==> config.mk <==
export PLATFORM = sky130hd
export DESIGN_NAME = lcm_eg9013f_nz_scan_ctrl
export DESIGN_NICKNAME = d
export VERILOG_FILES = /design/src/rtl/lcm_eg9013f_nz_pkg.sv /design/src/rtl/lcm_eg9013f_nz_scan_ctrl_phase_gen.sv /design/src/rtl/lcm_eg9013f_nz_scan_ctrl.sv
export SDC_FILE = /design/constraint.sdc
export NUM_CORES = 1
export LEC_CHECK = 0
export ABC_AREA = 1
export BUFFER_PORTS_ARGS = -buffer_cell sky130_fd_sc_hd__buf_2
export CORE_MARGIN = 4
export CORE_UTILIZATION = 53
export DETAILED_ROUTE_END_ITERATION = 10
export PLACE_DENSITY = 0.73
export SLEW_MARGIN = 5
export SYNTH_ARGS = -nofsm -noshare
export SYNTH_HDL_FRONTEND = slang
export SYNTH_SLANG_ARGS = --single-unit
==> constraint.sdc <==
create_clock -name clk -period 2.13 [get_ports clk]
set_input_delay 0 -clock clk [delete_from_list [all_inputs] [get_ports clk]]
set_output_delay 0 -clock clk [all_outputs]
set_load 0.1 [all_outputs]
==> src/rtl/lcm_eg9013f_nz_pkg.sv <==
// Shared encodings and panel defaults for the EG9013F-NZ frame-scan sequencer.
package lcm_eg9013f_nz_pkg;

  localparam logic [1:0] ST_IDLE_ENC  = 2'd0;
  localparam logic [1:0] ST_FETCH_ENC = 2'd1;
  localparam logic [1:0] ST_SHIFT_ENC = 2'd2;
  localparam logic [1:0] ST_LATCH_ENC = 2'd3;

  typedef enum logic [1:0] {
    ST_IDLE  = ST_IDLE_ENC,
    ST_FETCH = ST_FETCH_ENC,
    ST_SHIFT = ST_SHIFT_ENC,
    ST_LATCH = ST_LATCH_ENC
  } state_t;

  localparam int LCM_H_BYTES = 40;
  localparam int LCM_V_LINES = 240;

endpackage

==> src/rtl/lcm_eg9013f_nz_scan_ctrl_phase_gen.sv <==
// Phase counter for one byte/latch period (2*XSCL_DIV cycles) and look-ahead XSCL decode.
module lcm_xscl_phase_gen #(
  parameter int XSCL_DIV = 4
) (
  input  logic clk,
  input  logic rst,
  input  logic restart,
  output logic tc,
  output logic nxt_xscl,
  output logic nxt_prefetch,
  output logic nxt_last
);

  localparam int PH_W = $clog2(2 * XSCL_DIV);
  localparam logic [PH_W-1:0] PH_LAST = PH_W'(2 * XSCL_DIV - 1);
  localparam logic [PH_W-1:0] PH_PRE  = PH_W'(2 * XSCL_DIV - 2);
  localparam logic [PH_W-1:0] PH_HI   = PH_W'(XSCL_DIV);

  logic [PH_W-1:0] phase;
  logic [PH_W-1:0] phase_nxt;

  assign tc = (phase == PH_LAST);

  always_comb begin
    phase_nxt = '0;
    if (!restart && !tc) phase_nxt = phase + PH_W'(1);
  end

  // Decodes of the upcoming phase so the top can register outputs aligned to it
  assign nxt_xscl     = (phase_nxt < PH_HI);
  assign nxt_prefetch = (phase_nxt == PH_PRE);
  assign nxt_last     = (phase_nxt == PH_LAST);

  always_ff @(posedge clk) begin
    if (rst) phase <= '0;
    else     phase <= phase_nxt;
  end

endmodule

==> src/rtl/lcm_eg9013f_nz_scan_ctrl.sv <==
// Frame-scan sequencer: walks the frame buffer and drives LCM data, XSCL, LP and FLM pins.
module lcm_eg9013f_nz_scan_ctrl
  import lcm_eg9013f_nz_pkg::*;
#(
  parameter int BYTE_WIDTH = 8,
  parameter int H_BYTES    = LCM_H_BYTES,
  parameter int V_LINES    = LCM_V_LINES,
  parameter int XSCL_DIV   = 4,
  parameter int ADDR_WIDTH = 14
) (
  input  logic                  clk,
  input  logic                  rst,
  input  logic                  enable,
  output logic                  rd_en,
  output logic [ADDR_WIDTH-1:0] rd_addr,
  input  logic [BYTE_WIDTH-1:0] rd_data,
  output logic [BYTE_WIDTH-1:0] lcm_data,
  output logic                  lcm_xscl,
  output logic                  lcm_lp,
  output logic                  lcm_din,
  output logic                  busy,
  output logic                  frame_done
);

  localparam int LW = $clog2(V_LINES + 1);
  localparam int BW = $clog2(H_BYTES + 1);
  localparam logic [LW-1:0] LINE_LAST = LW'(V_LINES - 1);
  localparam logic [BW-1:0] BYTE_LAST = BW'(H_BYTES - 1);

  state_t                state, state_nxt;
  logic                  fetch_cyc, fetch_cyc_nxt;
  logic [LW-1:0]         line_idx, line_nxt;
  logic [BW-1:0]         byte_idx, byte_nxt;
  logic [ADDR_WIDTH-1:0] addr, addr_nxt;
  logic                  load_data;
  logic                  running;
  logic                  ph_tc, ph_nxt_xscl, ph_nxt_pre, ph_nxt_last;

  logic                  rd_en_nxt;
  logic [ADDR_WIDTH-1:0] rd_addr_nxt;
  logic                  xscl_nxt, lp_nxt, din_nxt, busy_nxt, fd_nxt;

  assign running = (state == ST_SHIFT) || (state == ST_LATCH);

  lcm_xscl_phase_gen #(
    .XSCL_DIV (XSCL_DIV)
  ) u_phase (
    .clk          (clk),
    .rst          (rst),
    .restart      (!running),
    .tc           (ph_tc),
    .nxt_xscl     (ph_nxt_xscl),
    .nxt_prefetch (ph_nxt_pre),
    .nxt_last     (ph_nxt_last)
  );

  always_comb begin
    state_nxt     = state;
    fetch_cyc_nxt = 1'b0;
    line_nxt      = line_idx;
    byte_nxt      = byte_idx;
    addr_nxt      = addr;
    load_data     = 1'b0;
    case (state)
      ST_IDLE: begin
        line_nxt = '0;
        byte_nxt = '0;
        addr_nxt = '0;
        if (enable) state_nxt = ST_FETCH;
      end
      ST_FETCH: begin
        if (!fetch_cyc) begin
          fetch_cyc_nxt = 1'b1;
        end else begin
          load_data = 1'b1;
          state_nxt = ST_SHIFT;
        end
      end
      ST_SHIFT: begin
        if (ph_tc) begin
          byte_nxt = byte_idx + BW'(1);
          // Wrap on the very last byte so addr never reaches H_BYTES*V_LINES
          if (line_idx == LINE_LAST && byte_idx == BYTE_LAST) addr_nxt = '0;
          else                                                addr_nxt = addr + ADDR_WIDTH'(1);
          if (byte_idx == BYTE_LAST) state_nxt = ST_LATCH;
          else                       load_data = 1'b1;
        end
      end
      ST_LATCH: begin
        if (ph_tc) begin
          byte_nxt = '0;
          if (line_idx == LINE_LAST) begin
            line_nxt  = '0;
            addr_nxt  = '0;
            state_nxt = enable ? ST_FETCH : ST_IDLE;
          end else begin
            line_nxt  = line_idx + LW'(1);
            state_nxt = ST_FETCH;
          end
        end
      end
      default: state_nxt = ST_IDLE;
    endcase
  end

  // Output values for the upcoming cycle, registered so every pin is a flop
  always_comb begin
    rd_en_nxt   = 1'b0;
    rd_addr_nxt = rd_addr;
    if (state_nxt == ST_FETCH && !fetch_cyc_nxt) begin
      rd_en_nxt   = 1'b1;
      rd_addr_nxt = addr_nxt;
    end else if (state_nxt == ST_SHIFT && ph_nxt_pre && byte_nxt != BYTE_LAST) begin
      rd_en_nxt   = 1'b1;
      rd_addr_nxt = addr_nxt + ADDR_WIDTH'(1);
    end else if (state_nxt == ST_IDLE) begin
      rd_addr_nxt = '0;
    end
    xscl_nxt = (state_nxt == ST_SHIFT) && ph_nxt_xscl;
    lp_nxt   = (state_nxt == ST_LATCH);
    busy_nxt = (state_nxt != ST_IDLE);
    din_nxt  = busy_nxt && (line_nxt == '0);
    fd_nxt   = lp_nxt && ph_nxt_last && (line_nxt == LINE_LAST);
  end

  always_ff @(posedge clk) begin
    if (rst) begin
      state      <= ST_IDLE;
      fetch_cyc  <= 1'b0;
      line_idx   <= '0;
      byte_idx   <= '0;
      addr       <= '0;
      rd_en      <= 1'b0;
      rd_addr    <= '0;
      lcm_xscl   <= 1'b0;
      lcm_lp     <= 1'b0;
      lcm_din    <= 1'b0;
      busy       <= 1'b0;
      frame_done <= 1'b0;
    end else begin
      state      <= state_nxt;
      fetch_cyc  <= fetch_cyc_nxt;
      line_idx   <= line_nxt;
      byte_idx   <= byte_nxt;
      addr       <= addr_nxt;
      rd_en      <= rd_en_nxt;
      rd_addr    <= rd_addr_nxt;
      lcm_xscl   <= xscl_nxt;
      lcm_lp     <= lp_nxt;
      lcm_din    <= din_nxt;
      busy       <= busy_nxt;
      frame_done <= fd_nxt;
    end
  end

  // Panel data: loaded one cycle after each read, held through LATCH, cleared in IDLE
  always_ff @(posedge clk) begin
    if (rst)                        lcm_data <= '0;
    else if (state_nxt == ST_IDLE)  lcm_data <= '0;
    else if (load_data)             lcm_data <= rd_data;
  end

endmodule

---- Yosys cells after proc, flatten, opt, wreduce, memory -nomap -nowiden ----
Index checks and enable logic that the tools add are counted.
cells by class
  reductions and logical operators ........ 18
  equal/unequal tests ..................... 13
  order comparisons ....................... 1
  add/sub/neg operators ................... 5
  muxes and demuxes ....................... 31
operators with widths
  kind                                                                   count
  14-bit 2-to-1 mux                                                      7
  14-bit case mux with 3 select lines                                    1
  14-bit by 1-bit adder with 14-bit output, second input constant        2
  6-bit case mux with 3 select lines                                     1
  8-bit equality test, second input constant                             2
  8-bit 2-to-1 mux                                                       2
  8-bit case mux with 2 select lines                                     1
  6-bit 2-to-1 mux                                                       2
  2-bit 2-to-1 mux                                                       5
  3-bit equality test, second input constant                             3
  1-bit logical AND                                                      9
  1-bit 2-to-1 mux                                                       9
  8-bit by 1-bit adder with 8-bit output, second input constant          1
  2-bit equality test, second input constant                             4
  8-bit zero test                                                        1
  2-bit case mux with 4 select lines                                     1
  6-bit by 1-bit adder with 6-bit output, second input constant          1
  6-bit equality test, second input constant                             1
  6-bit != test, second input constant                                   1
  2-bit by 1-bit equality test with 1-bit output, second input constant  2
  2-bit zero test                                                        2
  3-bit by 1-bit adder with 3-bit output, second input constant          1
  3-bit less-than comparator, second input constant                      1
  3-bit 2-to-1 mux                                                       1
  6 further kinds                                                        7
word-level totals
  bits in registers ....................... 62
  logic and storage cells ................. 82
  output and inout port bits .............. 28

---- Logic depth before layout (Yosys ltp) ----
Gate-level depths: netlist of the first run.
  word-level depth ........................ 9
  depth in mapped cells ................... 20
  depth with buffers taken out ............ 19

---- By module ----
Synthesis of the first run repeated with hierarchy kept, for this count alone.
unflattened totals
  cells, all modules ...................... 538
  area, all modules ....................... 3648.5 µm²
by module, submodules not included
  module                    sequential area each (µm²)  instances  area each (µm²)  cells an instance
  lcm_eg9013f_nz_scan_ctrl  1181.1                      1          3518.4           522
  lcm_xscl_phase_gen        60.1                        1          130.1            16

---- Worst setup path after synthesis of the first run ----
No wires, ideal clock.
  kind .................................... reg-to-reg
  from .................................... reg state[1]
  to ...................................... reg rd_addr[12]
  arrival ................................. 2086 ps
  library setup time ...................... 115 ps
  slack ................................... -72 ps
  buffers on the path ..................... 2
  stages on the path, launching flop included .. 20
  period minus slack after synthesis ...... 2202 ps
  data required time ...................... 2015 ps
  path through ............................ dfxtp_1 -> inv_1 -> ha_1 -> buf_4 -> inv_2 -> buf_6 -> nand3_4 -> inv_2 -> nand2_1 -> nand2_1 -> ha_1 -> nand2_1 -> nor2_1 -> nand2_2 -> inv_2 -> nand3_1 -> nand2_1 -> nand2_1 -> nand2_1 -> nand2_1
between the ends
  elaborated cells between the ends (all ways) .. 29
  classes of those cells .................. add/sub: 1; eq/ne: 7; mux: 12; reduce/logical: 9
RTL lines
  what                                                           line                             source
  from (decl)                                                    lcm_eg9013f_nz_scan_ctrl.sv:30   state_t state, state_nxt;
  from (signal assigned)                                         lcm_eg9013f_nz_scan_ctrl.sv:141  state <= state_nxt;
  2-bit equality test / 2-bit zero test (equally long branches)  lcm_eg9013f_nz_scan_ctrl.sv:64   case (state)
  14-bit case mux with 3 select lines *                          lcm_eg9013f_nz_scan_ctrl.sv:64
  via addr_nxt[0]                                                lcm_eg9013f_nz_scan_ctrl.sv:34   logic [ADDR_WIDTH-1:0] addr, addr_nxt;
  14-bit by 1-bit adder with 14-bit output *                     lcm_eg9013f_nz_scan_ctrl.sv:115  rd_addr_nxt = addr_nxt + ADDR_WIDTH'(1);
  14-bit 2-to-1 mux *                                            lcm_eg9013f_nz_scan_ctrl.sv:113  end else if (state_nxt == ST_SHIFT && ph_nxt_pre && byte_nxt != BYTE_LAST) begin
  14-bit 2-to-1 mux *                                            lcm_eg9013f_nz_scan_ctrl.sv:110  if (state_nxt == ST_FETCH && !fetch_cyc_nxt) begin
  to (signal assigned)                                           lcm_eg9013f_nz_scan_ctrl.sv:147  rd_addr <= rd_addr_nxt;
  to (decl)                                                      lcm_eg9013f_nz_scan_ctrl.sv:15   output logic [ADDR_WIDTH-1:0] rd_addr,
The timed path passes the listed nets; every way through them passes the cells marked *.
A chain may end at the register's enable or synchronous reset.

---- Worst setup path after layout of the first run ----
  from .................................... reg u_phase.phase[0]
  to ...................................... reg rd_addr[12]
between the ends
  elaborated cells between the ends (all ways) .. 26
  classes of those cells .................. add/sub: 2; eq/ne: 5; mux: 12; reduce/logical: 7
RTL lines
  what                                         line                                                            source
  from (decl)                                  lcm_eg9013f_nz_scan_ctrl_phase_gen.sv:19                        logic [PH_W-1:0] phase;
  from (signal assigned)                       lcm_eg9013f_nz_scan_ctrl_phase_gen.sv:36                        else phase <= phase_nxt;
  3-bit equality test *                        lcm_eg9013f_nz_scan_ctrl_phase_gen.sv:22                        assign tc = (phase == PH_LAST);
  14-bit 2-to-1 mux, on equally long branches  lcm_eg9013f_nz_scan_ctrl.sv:90, lcm_eg9013f_nz_scan_ctrl.sv:80
  14-bit case mux with 3 select lines *        lcm_eg9013f_nz_scan_ctrl.sv:64
  via addr_nxt[0]                              lcm_eg9013f_nz_scan_ctrl.sv:34
  14-bit by 1-bit adder with 14-bit output *   lcm_eg9013f_nz_scan_ctrl.sv:115
  14-bit 2-to-1 mux *                          lcm_eg9013f_nz_scan_ctrl.sv:113
  14-bit 2-to-1 mux *                          lcm_eg9013f_nz_scan_ctrl.sv:110
Marks and branches as above.

==> results.json, run 1 <==
{
  "cts_made_buffers": 9,
  "first_pass_iters": 5,
  "clk_latency_ns": 0.36,
  "clkSlewWorstSetupHoldPaths_ns": 0.08,
  "dieArea_sq_um": 8320,
  "place_ws_ns": -0.177,
  "layout.cells.non_filler": 793,
  "period_minus_slack_ns": 2.36,
  "htree_levels": 3,
  "antenna_found_initial": 0,
  "yosysUniqueCellTypes": 34,
  "num_io_pins": 39,
  "drive_gt1_share_pct": 41.0,
  "p_int_mw": 1.93,
  "pwr-share-comb_pct": 21.0,
  "leakagePower_nw": 2.49,
  "final_nets": 730,
  "cp-start-kind": "flop",
  "layout-area-overhead-vs-synth_pct": 47.7,
  "final_cell_mix": "nand2_1, buf_4, dfxtp_1",
  "arrival_ns": 2.62,
  "core-area_sq_um": 6760,
  "period_share_pct": 111,
  "start_util_pct": 54.3,
  "clockPowerShare_pct": 37.2,
  "rsz0062_at_grt": "true",
  "rows": 30,
  "gr-total-overflow": 0,
  "relSlewSlack_pct": 67.4,
  "drt_iter0_drc": 437,
  "grt_pass1_vias": 4167,
  "fin_area_sq_um": 5420,
  "p_sw_share_pct": 32.3,
  "setup_viol": 17,
  "pwr_density_cell_nw_per_um2": 525,
  "yosys_warnings": 0,
  "min_path_type": "in2reg",
  "criticalPathCategory": "reg2reg",
  "peakVddDrop_v": 0.000535,
  "yosysSeqAreaShare_pct": 33.8,
  "drc": 0,
  "r2r_slack_ns": -0.23,
  "worstPathMaxFanout": 8,
  "vias": 4535,
  "status": "complete, but fails checks",
  "diodes": 0,
  "clkSinkCount": 62,
  "violations": "setup timing",
  "cp.required_ns": 2.39,
  "clock_skew_ns": 0.00862,
  "cap_violations": 0,
  "syn_inst": 565,
  "grt_usage_pct": 27.5,
  "die_y_microns": 91.2,
  "fin_util_pct": 80.2,
  "place_congestion": 0.885,
  "root_buffer": "clkbuf_8",
  "slew_viol_final": 0,
  "wire_per_inst_microns": 17.3,
  "cp-end-kind": "flop",
  "die_x_microns": 91.2,
  "synth_area_sq_um": 3670,
  "hold_violations": 0,
  "tightest_slew_ns": 0.492,
  "setup_ws_ns": -0.234,
  "tritoncts": "done",
  "ant_nets": 0,
  "postSynthAreaPerCell_sq_um": 6.50,
  "synth_top_cells_by_area": "dfxtp_1, nand2_1, nor2_1",
  "p_switching_mw": 0.919,
  "fmax_mhz": 423,
  "grt_pass1_wl_microns": 18500,
  "clock_path_buffers": 2,
  "nFillCells": 385,
  "seqPwrFrac_pct": 41.8,
  "dp_hpwl_microns": 7300,
  "layout_commonest_cell": "nand2_1",
  "place_area_sq_um": 4430,
  "synth.largest_area_cell": "dfxtp_1",
  "synth-seq-cells": 62,
  "grt_max_degree": 22,
  "yosysTopAreaCellShare_pct": 33.8,
  "synth_nets": 587,
  "worst_hold_slack_ns": 0.0283,
  "port_buffers": 38,
  "wl_microns": 13700,
  "vias_per_cell": 5.72,
  "dp.cells": 740
}
path summary, 6_finish.rpt:
| kind | from | end | cells after the start |
|---|---|---|---|
| setup reg to reg | u_phase.phase[0]$_SDFF_PP0_ | rd_addr[12]$_SDFFE_PP0P_ | 17 |
| hold / removal | rst | line_idx[4]$_SDFF_PP0_ | 2 |
| setup / recovery | u_phase.phase[0]$_SDFF_PP0_ | rd_addr[12]$_SDFFE_PP0P_ | 17 |
| hold reg to reg | rd_addr[13]$_SDFFE_PP0P_ | rd_addr[13]$_SDFFE_PP0P_ | 2 |
routing by layer:
metal	GRT usage, %	part of all wire (%)	up-vias
met2	46.4	48	275
met1	34.0	37	2094
met5	0	0	-
met4	12.3	5.4	0
met3	5.14	9.4	99
li1	-	-	2067
logic make-up after synthesis:
family                   after synthesis  share of synthesized area [%]
XOR/XNOR                               9                           2.15
AO/OA/AOI/OAI                         52                           7.77
flip-flops                            62                           33.8
adder cells (fa/ha/maj)               11                           3.75
AND/OR/NAND/NOR                      348                           43.1
buffers and inverters                 83                           9.44
cell usage after synthesis (all sizes together):
cell / instances
xnor2: 2
nand3: 54
or2: 6
clkbuf: 5
nand3b: 2
o21a: 2
nor2: 77
o21ai: 22
nand2: 192
and3: 1
nand4: 8
dfxtp: 62
buf: 7
ha: 11
a21oi: 27
o22ai: 1
inv: 71
nor4: 1
xor2: 7
nor3: 7
state kept, by name, indices dropped and copies added, names as in the netlist:
register	cells
state	2
fetch_cyc	1
u_phase.phase	3
line_idx	8
rd_addr	14
lcm_din	1
busy	1
rd_en	1
frame_done	1
lcm_data	8
byte_idx	6
lcm_lp	1
addr	14
lcm_xscl	1
through the flow:
stage | total power [mW] | TNS [ns]
CTS | 2.74 | -0.907
finish | 2.85 | -2.55
floorplan | 1.50 | 0
global placement | 1.63 | -0.948
detailed placement | 1.64 | -1.92
global route | 2.92 | -4.21
area by class of cell:
cell class                      count  area, sq um  area share, %
Inverter                           71          274           5.06
Clock inverter                      7         75.1           1.39
Tap cell                           80          100           1.85
Multi-Input combinational cell    422         2550           47.1
Clock buffer                        9          124           2.29
Sequential cell                    62         1250           23.0
Timing Repair Buffer              142         1040           19.3
power by group through the flow:
stage / combinational (mW) / clock [mW] / sequential [mW]
6_report: 0.597 / 1.06 / 1.19
5_1_grt: 0.623 / 1.11 / 1.19
4_1_cts: 0.505 / 1.05 / 1.19
3_5_place_dp: 0.427 / 0 / 1.21
3_3_place_gp: 0.421 / 0 / 1.21
2_1_floorplan: 0.207 / 0 / 1.29
worst max-delay path: stages, from the launching register on:
cell,delay (ns)
dfxtp_2,0.34
ha_4,0.16
ha_4,0.20
buf_4,0.15
buf_6,0.12
xor2_2,0.19
nand2_2,0.11
nand2_2,0.12
ha_4,0.15
nand2_2,0.07
nor2_4,0.12
nand2_4,0.08
inv_2,0.09
nand3_2,0.09
nand2_2,0.10
nand2_2,0.07
nand2_2,0.07
nand2_2,0.05
what timing repair did:
item | CTS | global route
pin swaps | 32 | 34
cloned | 2 | 0
buffers inserted | 24 | 4
setup endpoints to repair | 25 | 31
endpoints found under the hold margin | 8 | 0
hold buffers | 8 | 0
resized for setup | 52 | 82
Power figures use the tool's default switching activity.
==> run 2: changes to the inputs <==
--- a/config.mk
+++ b/config.mk
@@ -10,7 +10,7 @@
 export CORE_MARGIN = 4
 export CORE_UTILIZATION = 53
 export DETAILED_ROUTE_END_ITERATION = 10
-export PLACE_DENSITY = 0.73
+export PLACE_DENSITY = 0.87
 export SLEW_MARGIN = 5
 export SYNTH_ARGS = -nofsm -noshare
 export SYNTH_HDL_FRONTEND = slang
==> run 2 against run 1 <==
The run still ends with setup timing left. Hold slack better by 0.10 ns. Combinational power down 0.7%. Register-to-register slack worse by 0.08 ns. Die area unchanged. Sequential power about the same. Critical path type unchanged. Largest power group unchanged.
==> results.json, run 2 (synthesized netlist as in run 1, its figures left out) <==
{
  "die_y_microns": 91.2,
  "arrival_ns": 2.75,
  "clk_latency_ns": 0.37,
  "worstPathMaxFanout": 6,
  "period_minus_slack_ns": 2.44,
  "place_congestion": 0.915,
  "setup_ws_ns": -0.312,
  "layout_commonest_cell": "nand2_1",
  "hold_violations": 0,
  "grt_max_degree": 38,
  "vias_per_cell": 6.30,
  "clkSinkCount": 62,
  "dp.cells": 731,
  "final_cell_mix": "nand2_1, buf_4, dfxtp_1",
  "first_pass_iters": 8,
  "cp-start-kind": "flop",
  "dieArea_sq_um": 8320,
  "die_x_microns": 91.2,
  "clock_skew_ns": 0.0129,
  "rows": 30,
  "port_buffers": 38,
  "antenna_found_initial": 0,
  "violations": "setup timing",
  "diodes": 0,
  "cts_made_buffers": 9,
  "tightest_slew_ns": 0.509,
  "cp.required_ns": 2.44,
  "slew_viol_final": 0,
  "num_io_pins": 39,
  "status": "complete, but fails checks",
  "crit_path_cell_trace": "ha_4 -> ha_4 -> inv_4 -> buf_4 -> nor2_1 -> nand2_1 -> nand2_1 -> nand3_4 -> nand2_2 -> nand2_2 -> nand2_4 -> nand3_4 -> a21oi_4 -> buf_4 -> nand2_1 -> nand2_1",
  "gr-total-overflow": 0,
  "layout-area-overhead-vs-synth_pct": 43.4,
  "wire_per_inst_microns": 20.1,
  "vias": 4972,
  "grt_usage_pct": 33.2,
  "clock_path_buffers": 2,
  "dp_hpwl_microns": 7310,
  "drt_iter0_drc": 974,
  "root_buffer": "clkbuf_8",
  "nFillCells": 357,
  "criticalPathCategory": "reg2reg",
  "cp_slowest_stage_delay_ns": 0.36,
  "peakVddDrop_v": 0.000525,
  "layout.cells.non_filler": 789,
  "place_area_sq_um": 4390,
  "start_util_pct": 54.3,
  "period_share_pct": 115,
  "cap_violations": 0,
  "fmax_mhz": 410,
  "ant_nets": 0,
  "grt_pass1_wl_microns": 22200,
  "final_nets": 727,
  "leakagePower_nw": 2.47,
  "clkSlewWorstSetupHoldPaths_ns": 0.07,
  "wl_microns": 15800,
  "setup_viol": 29,
  "grt_pass1_vias": 4649,
  "critPathSlowestCell": "dfxtp_2",
  "pwr_density_cell_nw_per_um2": 513,
  "rsz0062_at_grt": "true",
  "cp-end-kind": "flop",
  "core-area_sq_um": 6760,
  "relSlewSlack_pct": 66.3,
  "drc": 0,
  "worst_hold_slack_ns": 0.130,
  "tritoncts": "done",
  "fin_area_sq_um": 5260,
  "htree_levels": 3,
  "cpMostUsedCell": "nand2_1",
  "drive_gt1_share_pct": 37.5,
  "reg.largest.list": "addr: 14 flops, rd_addr: 14 flops",
  "min_path_type": "in2reg"
}
run 2: cell count changes in the layout (fill, tap and decap cells not counted), sizes merged:
cell      previous run  this run
bufinv               1         0
clkinvlp             3         2
clkinv               3         2
clkbuf               9        11
buf                134       131
run 2: path summary, 6_finish.rpt:
kind	slack (ns)	depth (start not counted)	from	to
hold reg to reg	0.46	2	rd_addr[11]$_SDFFE_PP0P_	rd_addr[11]$_SDFFE_PP0P_
hold / removal	0.13	4	rst	rd_addr[2]$_SDFFE_PP0P_
setup reg to reg	-0.31	16	u_phase.phase[0]$_SDFF_PP0_	rd_addr[3]$_SDFFE_PP0P_
setup / recovery	-0.31	16	u_phase.phase[0]$_SDFF_PP0_	rd_addr[3]$_SDFFE_PP0P_
run 2: power by group:
| group | internal (mW) | switching (mW) | total [mW] |
|---|---|---|---|
| Clock | 0.412 | 0.501 | 0.912 |
| Combinational | 0.210 | 0.383 | 0.593 |
| Sequential | 1.18 | 0.0175 | 1.19 |
| Total | 1.80 | 0.901 | 2.70 |
run 2: per-stage QoR:
stage | setup TNS, ns | utilization (%) | power, mW | setup WS, ns
6_report | -6.46 | 77.9 | 2.70 | -0.312
2_1_floorplan | 0 | - | 1.50 | 0.00671
3_3_place_gp | -0.496 | 65.0 | 1.63 | -0.0677
4_1_cts | -0.190 | 74.7 | 2.57 | -0.0345
3_5_place_dp | -1.26 | 65.0 | 1.64 | -0.119
5_1_grt | -9.03 | 77.9 | 2.75 | -0.426
run 2: critical path: cells and delay by family, from the launching register on:
kind                     cells  cell delay [ns]
AND/OR/NAND/NOR             10             1.01
buffers and inverters        3             0.39
flip-flops                   1             0.36
adder cells (fa/ha/maj)      2             0.35
AO/OA/AOI/OAI                1             0.27
run 2: layout make-up:
type | count | area, sq um | share of cell area [%]
inverter | 71 | 277 | 5.26
clock inverter | 4 | 25.0 | 0.476
clock buffer | 11 | 131 | 2.50
timing repair buffer | 139 | 1010 | 19.2
multi-input combinational | 422 | 2470 | 47.0
sequential | 62 | 1250 | 23.7
tap | 80 | 100 | 1.90
run 2: what timing repair did:
| item | in CTS | in global routing |
|---|---|---|
| hold buffers | 8 | 0 |
| endpoints found under the hold margin | 8 | 0 |
| pin swaps | 40 | 18 |
| resized for setup | 61 | 44 |
| setup endpoints to repair | 16 | 31 |
| cloned | 2 | 0 |
| setup buffers | 26 | 7 |
run 2: metal layers:
metal / vias up / share of wire, % / global-route usage (%)
met2: 476 / 44 / 55.8
li1: 2057 / - / -
met5: - / 0 / 1.92
met1: 2267 / 35 / 37.1
met3: 172 / 11 / 8.45
met4: 0 / 9.3 / 20.9
